File: config.mk
export PLATFORM = sky130hd
export DESIGN_NAME = baud_autocal
export DESIGN_NICKNAME = d
export VERILOG_FILES = /design/src/rtl/baud_autocal.sv
export SDC_FILE = /design/constraint.sdc
export NUM_CORES = 1
export LEC_CHECK = 0
export ABC_AREA = 1
export CORE_MARGIN = 8
export CORE_UTILIZATION = 50
export CTS_BUF_LIST = sky130_fd_sc_hd__clkbuf_8
export DETAILED_ROUTE_END_ITERATION = 10
export GPL_TIMING_DRIVEN = 1
export PLACE_DENSITY = 0.69
export SETUP_SLACK_MARGIN = 0.5
export SLEW_MARGIN = 20
export SYNTH_ARGS = -nofsm -noshare
export SYNTH_HDL_FRONTEND = slang
export SYNTH_SLANG_ARGS = --single-unit
File: constraint.sdc
create_clock -name clk -period 2.5 [get_ports clk]
set_clock_uncertainty 0.2 [all_clocks]
set_input_delay 0.5 -clock clk [delete_from_list [all_inputs] [get_ports clk]]
set_output_delay 0.5 -clock clk [all_outputs]
set_load 0.02 [all_outputs]
File: src/rtl/baud_autocal.sv
// Auto-baud calibration: times a 0x55 sync character on rx and sets dvsr for a 16x baud tick.
// Ports: clk, reset (async, active-low), rx, start, abort -> dvsr, busy, locked, err. Option: BAUD_AUTOCAL_GLITCH_FILTER_EN.
module baud_autocal #(
  parameter int DVSR_W       = 11,
  parameter int CNT_W        = 20,
  parameter int OVS_LOG2     = 4,
  parameter int DEFAULT_DVSR = 650
) (
  input  logic              clk,
  input  logic              reset,
  input  logic              rx,
  input  logic              start,
  input  logic              abort,
  output logic [DVSR_W-1:0] dvsr,
  output logic              busy,
  output logic              locked,
  output logic              err
);

  localparam logic [1:0] IDLE       = 2'd0;
  localparam logic [1:0] WAIT_START = 2'd1;
  localparam logic [1:0] MEASURE    = 2'd2;
  localparam logic [1:0] CALC       = 2'd3;

  localparam int S = 3 + OVS_LOG2;

  localparam logic [CNT_W:0]    ONE   = (CNT_W+1)'(1);
  localparam logic [CNT_W:0]    TWO   = (CNT_W+1)'(2);
  localparam logic [CNT_W:0]    HALF  = ONE << (S-1);
  localparam logic [CNT_W:0]    QMAX  = (CNT_W+1)'(2**DVSR_W);
  localparam logic [CNT_W-1:0]  CMAX  = '1;
  localparam logic [CNT_W-1:0]  CONE  = CNT_W'(1);
  localparam logic [DVSR_W-1:0] DVSR0 = DVSR_W'(DEFAULT_DVSR);

  logic [1:0]       state;
  logic [CNT_W-1:0] cnt;
  logic [CNT_W-1:0] meas;
  logic [1:0]       ecnt;
  logic [CNT_W:0]   q;

  logic s1;
  logic s2;
  logic line;
  logic prev;
  logic fall;

  always_ff @(posedge clk or negedge reset) begin
    if (!reset) begin
      s1 <= 1'b1;
      s2 <= 1'b1;
    end else begin
      s1 <= rx;
      s2 <= s1;
    end
  end

`ifdef BAUD_AUTOCAL_GLITCH_FILTER_EN
  logic f1;
  logic f2;
  logic filt;

  // 3-sample majority: a single low sample can never win the vote
  always_ff @(posedge clk or negedge reset) begin
    if (!reset) begin
      f1   <= 1'b1;
      f2   <= 1'b1;
      filt <= 1'b1;
    end else begin
      f1   <= s2;
      f2   <= f1;
      filt <= (s2 & f1) | (s2 & f2) | (f1 & f2);
    end
  end

  assign line = filt;
`else
  assign line = s2;
`endif

  always_ff @(posedge clk or negedge reset) begin
    if (!reset) prev <= 1'b1;
    else        prev <= line;
  end

  assign fall = prev & ~line;

  // cycles per oversample tick, rounded to nearest
  assign q = ({1'b0, meas} + HALF) >> S;

  always_ff @(posedge clk or negedge reset) begin
    if (!reset) begin
      state  <= IDLE;
      cnt    <= '0;
      meas   <= '0;
      ecnt   <= '0;
      dvsr   <= DVSR0;
      busy   <= 1'b0;
      locked <= 1'b0;
      err    <= 1'b0;
    end else if (abort && state != IDLE) begin
      state  <= IDLE;
      busy   <= 1'b0;
      err    <= 1'b0;
      locked <= 1'b0;
    end else begin
      case (state)
        IDLE: begin
          if (start) begin
            state  <= WAIT_START;
            busy   <= 1'b1;
            err    <= 1'b0;
            locked <= 1'b0;
          end
        end
        WAIT_START: begin
          if (fall) begin
            cnt   <= '0;
            ecnt  <= '0;
            state <= MEASURE;
          end
        end
        MEASURE: begin
          if (cnt == CMAX) begin
            err    <= 1'b1;
            locked <= 1'b0;
            busy   <= 1'b0;
            state  <= IDLE;
          end else begin
            cnt <= cnt + CONE;
            if (fall) begin
              // cnt lags the start edge by one cycle; +1 gives the true distance
              if (ecnt == 2'd3) begin
                meas  <= cnt + CONE;
                state <= CALC;
              end else begin
                ecnt <= ecnt + 2'd1;
              end
            end
          end
        end
        CALC: begin
          if (q < TWO || q > QMAX) begin
            err <= 1'b1;
          end else begin
            dvsr   <= DVSR_W'(q - ONE);
            locked <= 1'b1;
          end
          busy  <= 1'b0;
          state <= IDLE;
        end
        default: state <= IDLE;
      endcase
    end
  end

endmodule

==> flow_metrics.tcl <==
set metrics [dict create \
    post_route_cells_drive_above_1_share 0.464 \
    detailed_place_hpwl_mm 4.75 \
    cts_tree "yes" \
    initialDrtViolationCount 191 \
    start_util 0.512 \
    cp-start-kind "flip-flop" \
    fp.dieW_um 96.1 \
    cts-buffers-inserted 5 \
    synth-seq-cells 55 \
    worstReg2RegStart "meas[15]$_DFFE_PN0P_" \
    path_max_fanout 7 \
    crit_required_ns 2.51 \
    cpMostUsedCell "nand2_2" \
    pre_cts_ws_ns 0.130 \
    cts.sinks 55 \
    hold_viol 0 \
    grt-ovfl-total 0 \
    finalSetupTns_ns 0 \
    htreeDepth 2 \
    core_area_mm2 0.00628 \
    crit_slowest_cell "dfrtp_1" \
    syn-num-nets 419 \
    cp-end-kind "flip-flop" \
    p_leak_nw 2.08 \
    grt_pass1_wl_mm 13.1 \
    antenna_found_initial 0 \
    vias 3052 \
    path_clk_slew_ns 0.11 \
    cpPeakStageDelay_ns 0.46 \
    rows 29 \
    dpl_cell_area_mm2 0.00348 \
    worstReg2RegEnd "dvsr[6]$_DFFE_PN0P_" \
    dr.pass1.iters 4 \
    dieArea_mm2 0.00924 \
    fin_nets 486 \
    drc 0 \
    final_area_mm2 0.00483 \
    cp.arrival_ns 2.20 \
    whs_path_depth 0 \
    drt-total-wl_mm 9.69 \
    post_drt_wl_per_cell_um 17.5 \
    netlist_area_mm2 0.00321 \
    setup_viol 0 \
    met1_usage 0.213 \
    reg2reg_slack_ns 0.31 \
    cts-root-buf "clkbuf_8" \
    status "finished, final reports clean" \
    synth_cell_type_count 36 \
    path_class "reg2reg" \
    area_growth_pct 50.4 \
    min-delay-path-class "reg2reg" \
    max_freq_mhz 456 \
    hold_end "line$_DFF_PN1_" \
    pwr_density_cell_mw_per_mm2 725 \
    finalPower_mw 3.50 \
    fin_ws_ns 0.307 \
    synthCells 410 \
    use_met3 0.0335 \
    tightest_slew_ns 0.481 \
    ys.warnings.count 0 \
    grt_max_degree 56 \
    grt_pass1_vias 2812 \
    crit_chain "nand2_1 > nor2_4 > nand3_2 > nand2_2 > nand2_2 > nor2_4 > nand3_2 > nand2_4 > nand3_4 > nand2_2 > o21ai_2" \
    timing.final.crit_share 0.877 \
    clock_path_buffers 2 \
    worstHoldStart "s1$_DFF_PN1_" \
    max_cap_viol_count 0 \
    rsz0062_at_grt "true" \
    diodes 0 \
    die_h_um 96.1 \
    portBuffers 18 \
    ir_drop_v 0.000563 \
    syn_avg_cell_area_um2 7.83 \
    layout_min_cycle_time_ns 2.19 \
    slew_headroom 0.677 \
    avgViaCountPerCell 5.50 \
    grt_use_met2 0.312 \
    gp_congestion 0.877 \
    ant_nets 0 \
    gr-max-usage-layer "met2" \
    ff2ff_path_depth 11 \
    maxSlewViolCount 0 \
    grt.total_usage 0.179 \
    clk_latency_ns 0.32 \
    fin_util 0.769 \
    yosysSeqAreaShare 0.431 \
    io_pins 19 \
]
area by class of cell:
type / count / area, um2
fillers: 379 / 1450
well taps: 77 / 96.3
repair buffers: 64 / 663
flip-flops and latches: 55 / 1390
clock buffers: 5 / 68.8
repair inverters: 1 / 11.3
inverters: 58 / 248
multi-input cells: 292 / 2330
clock inverters: 3 / 18.8
layout by cell type, fill, tap and decap left out, drive strengths merged, types with 6 or more instances in the layout:
cell / instances
nand2: 117
inv: 57
dfrtp: 48
buf: 44
nor2: 38
o21ai: 36
nand3: 28
xor2: 18
nor3: 9
dlygate4sd2: 8
dfstp: 7
o22ai: 7
clkbuf: 7
xnor2: 7
a21oi: 7
nand4: 6
dlymetal6s2s: 6
cell families (layout without fill, tap and decap cells):
family	Yosys count	in the layout	synth area share
fa+ha+maj	4	4	0.0156
simple gates	202	205	0.289
compound gates	58	58	0.111
xor+xnor	25	25	0.0682
flops	55	55	0.431
buf+inv	66	131	0.0857
flip-flops by register name, summed over array words and instances (netlist names):
signal / flops
cnt: 20
meas: 14
dvsr: 11
ecnt: 2
state: 2
busy: 1
err: 1
line: 1
locked: 1
prev: 1
s1: 1
power by group:
| part | internal, mW | switching [mW] |
|---|---|---|
| logic | 0.739 | 1.07 |
| clock network | 0.199 | 0.317 |
| registers | 1.06 | 0.121 |
| total | 2.00 | 1.50 |
Yosys cell counts (all sizes together):
| master | count | share of area |
|---|---|---|
| o21a | 1 | 0.0023 |
| o21bai | 1 | 0.0023 |
| or2 | 1 | 0.0019 |
| and2 | 2 | 0.0039 |
| a22o | 1 | 0.0027 |
| o32ai | 1 | 0.0027 |
| nor3 | 9 | 0.014 |
| nor3b | 1 | 0.0023 |
| xnor2 | 7 | 0.019 |
| o31ai | 4 | 0.0093 |
| nor4 | 3 | 0.0058 |
| clkbuf | 1 | 0.0012 |
| buf | 7 | 0.016 |
| xor2 | 18 | 0.049 |
| dfrtp | 48 | 0.37 |
| nand3 | 25 | 0.051 |
| ha | 4 | 0.016 |
| a21oi | 7 | 0.011 |
| clkinv | 1 | 0.0016 |
| nor2 | 38 | 0.054 |
| o22ai | 7 | 0.014 |
| o21ai | 36 | 0.067 |
| dfstp | 7 | 0.057 |
| nand2 | 117 | 0.14 |
| inv | 57 | 0.067 |
| nand4 | 6 | 0.012 |
stage by stage:
step	hold slack, ns	instances
after global routing	0.165	555
final	0.164	555
after detailed placement	0.148	502
after floorplan	0.00441	410
after global placement	0.148	502
after CTS	0.163	537
critical path: cells and delay by family (launching register included):
kind,cells,cell delay [ns]
simple gates,10,1.37
flops,1,0.46
compound gates,1,0.06
worst max-delay path by stage:
| stage | startpoint | to | slack (ns) | cells after the start |
|---|---|---|---|---|
| 2_1_floorplan | meas[7]$_DFFE_PN0P_ | dvsr[8]$_DFFE_PN0P_ | 0.51 | 13 |
| 3_3_place_gp | abort | dvsr[10]$_DFFE_PN0P_ | 0.16 | 9 |
| 3_5_place_dp | abort | dvsr[4]$_DFFE_PN0P_ | 0.13 | 9 |
| 4_1_cts | meas[6]$_DFFE_PN0P_ | dvsr[4]$_DFFE_PN0P_ | 0.40 | 12 |
| 5_1_grt | meas[15]$_DFFE_PN0P_ | dvsr[6]$_DFFE_PN0P_ | 0.17 | 11 |
| 6_report | meas[15]$_DFFE_PN0P_ | dvsr[6]$_DFFE_PN0P_ | 0.31 | 11 |
layer usage:
metal  routed length, um  vias to the layer above
met4                 314                        0
li1                    -                     1452
met5                   0                        -
met3                 406                       29
met2                5180                       75
met1                3790                     1496
what timing repair did:
| action | in CTS | in global routing |
|---|---|---|
| hold endpoints to repair | 48 | 0 |
| gates cloned | 5 | 3 |
| buffers inserted | 21 | 15 |
| setup endpoints to repair | 60 | 57 |
| resized for setup | 97 | 130 |
| pin swaps | 29 | 32 |
| hold buffers | 1 | 0 |
No activity file was read; power rests on OpenSTA's default activity.
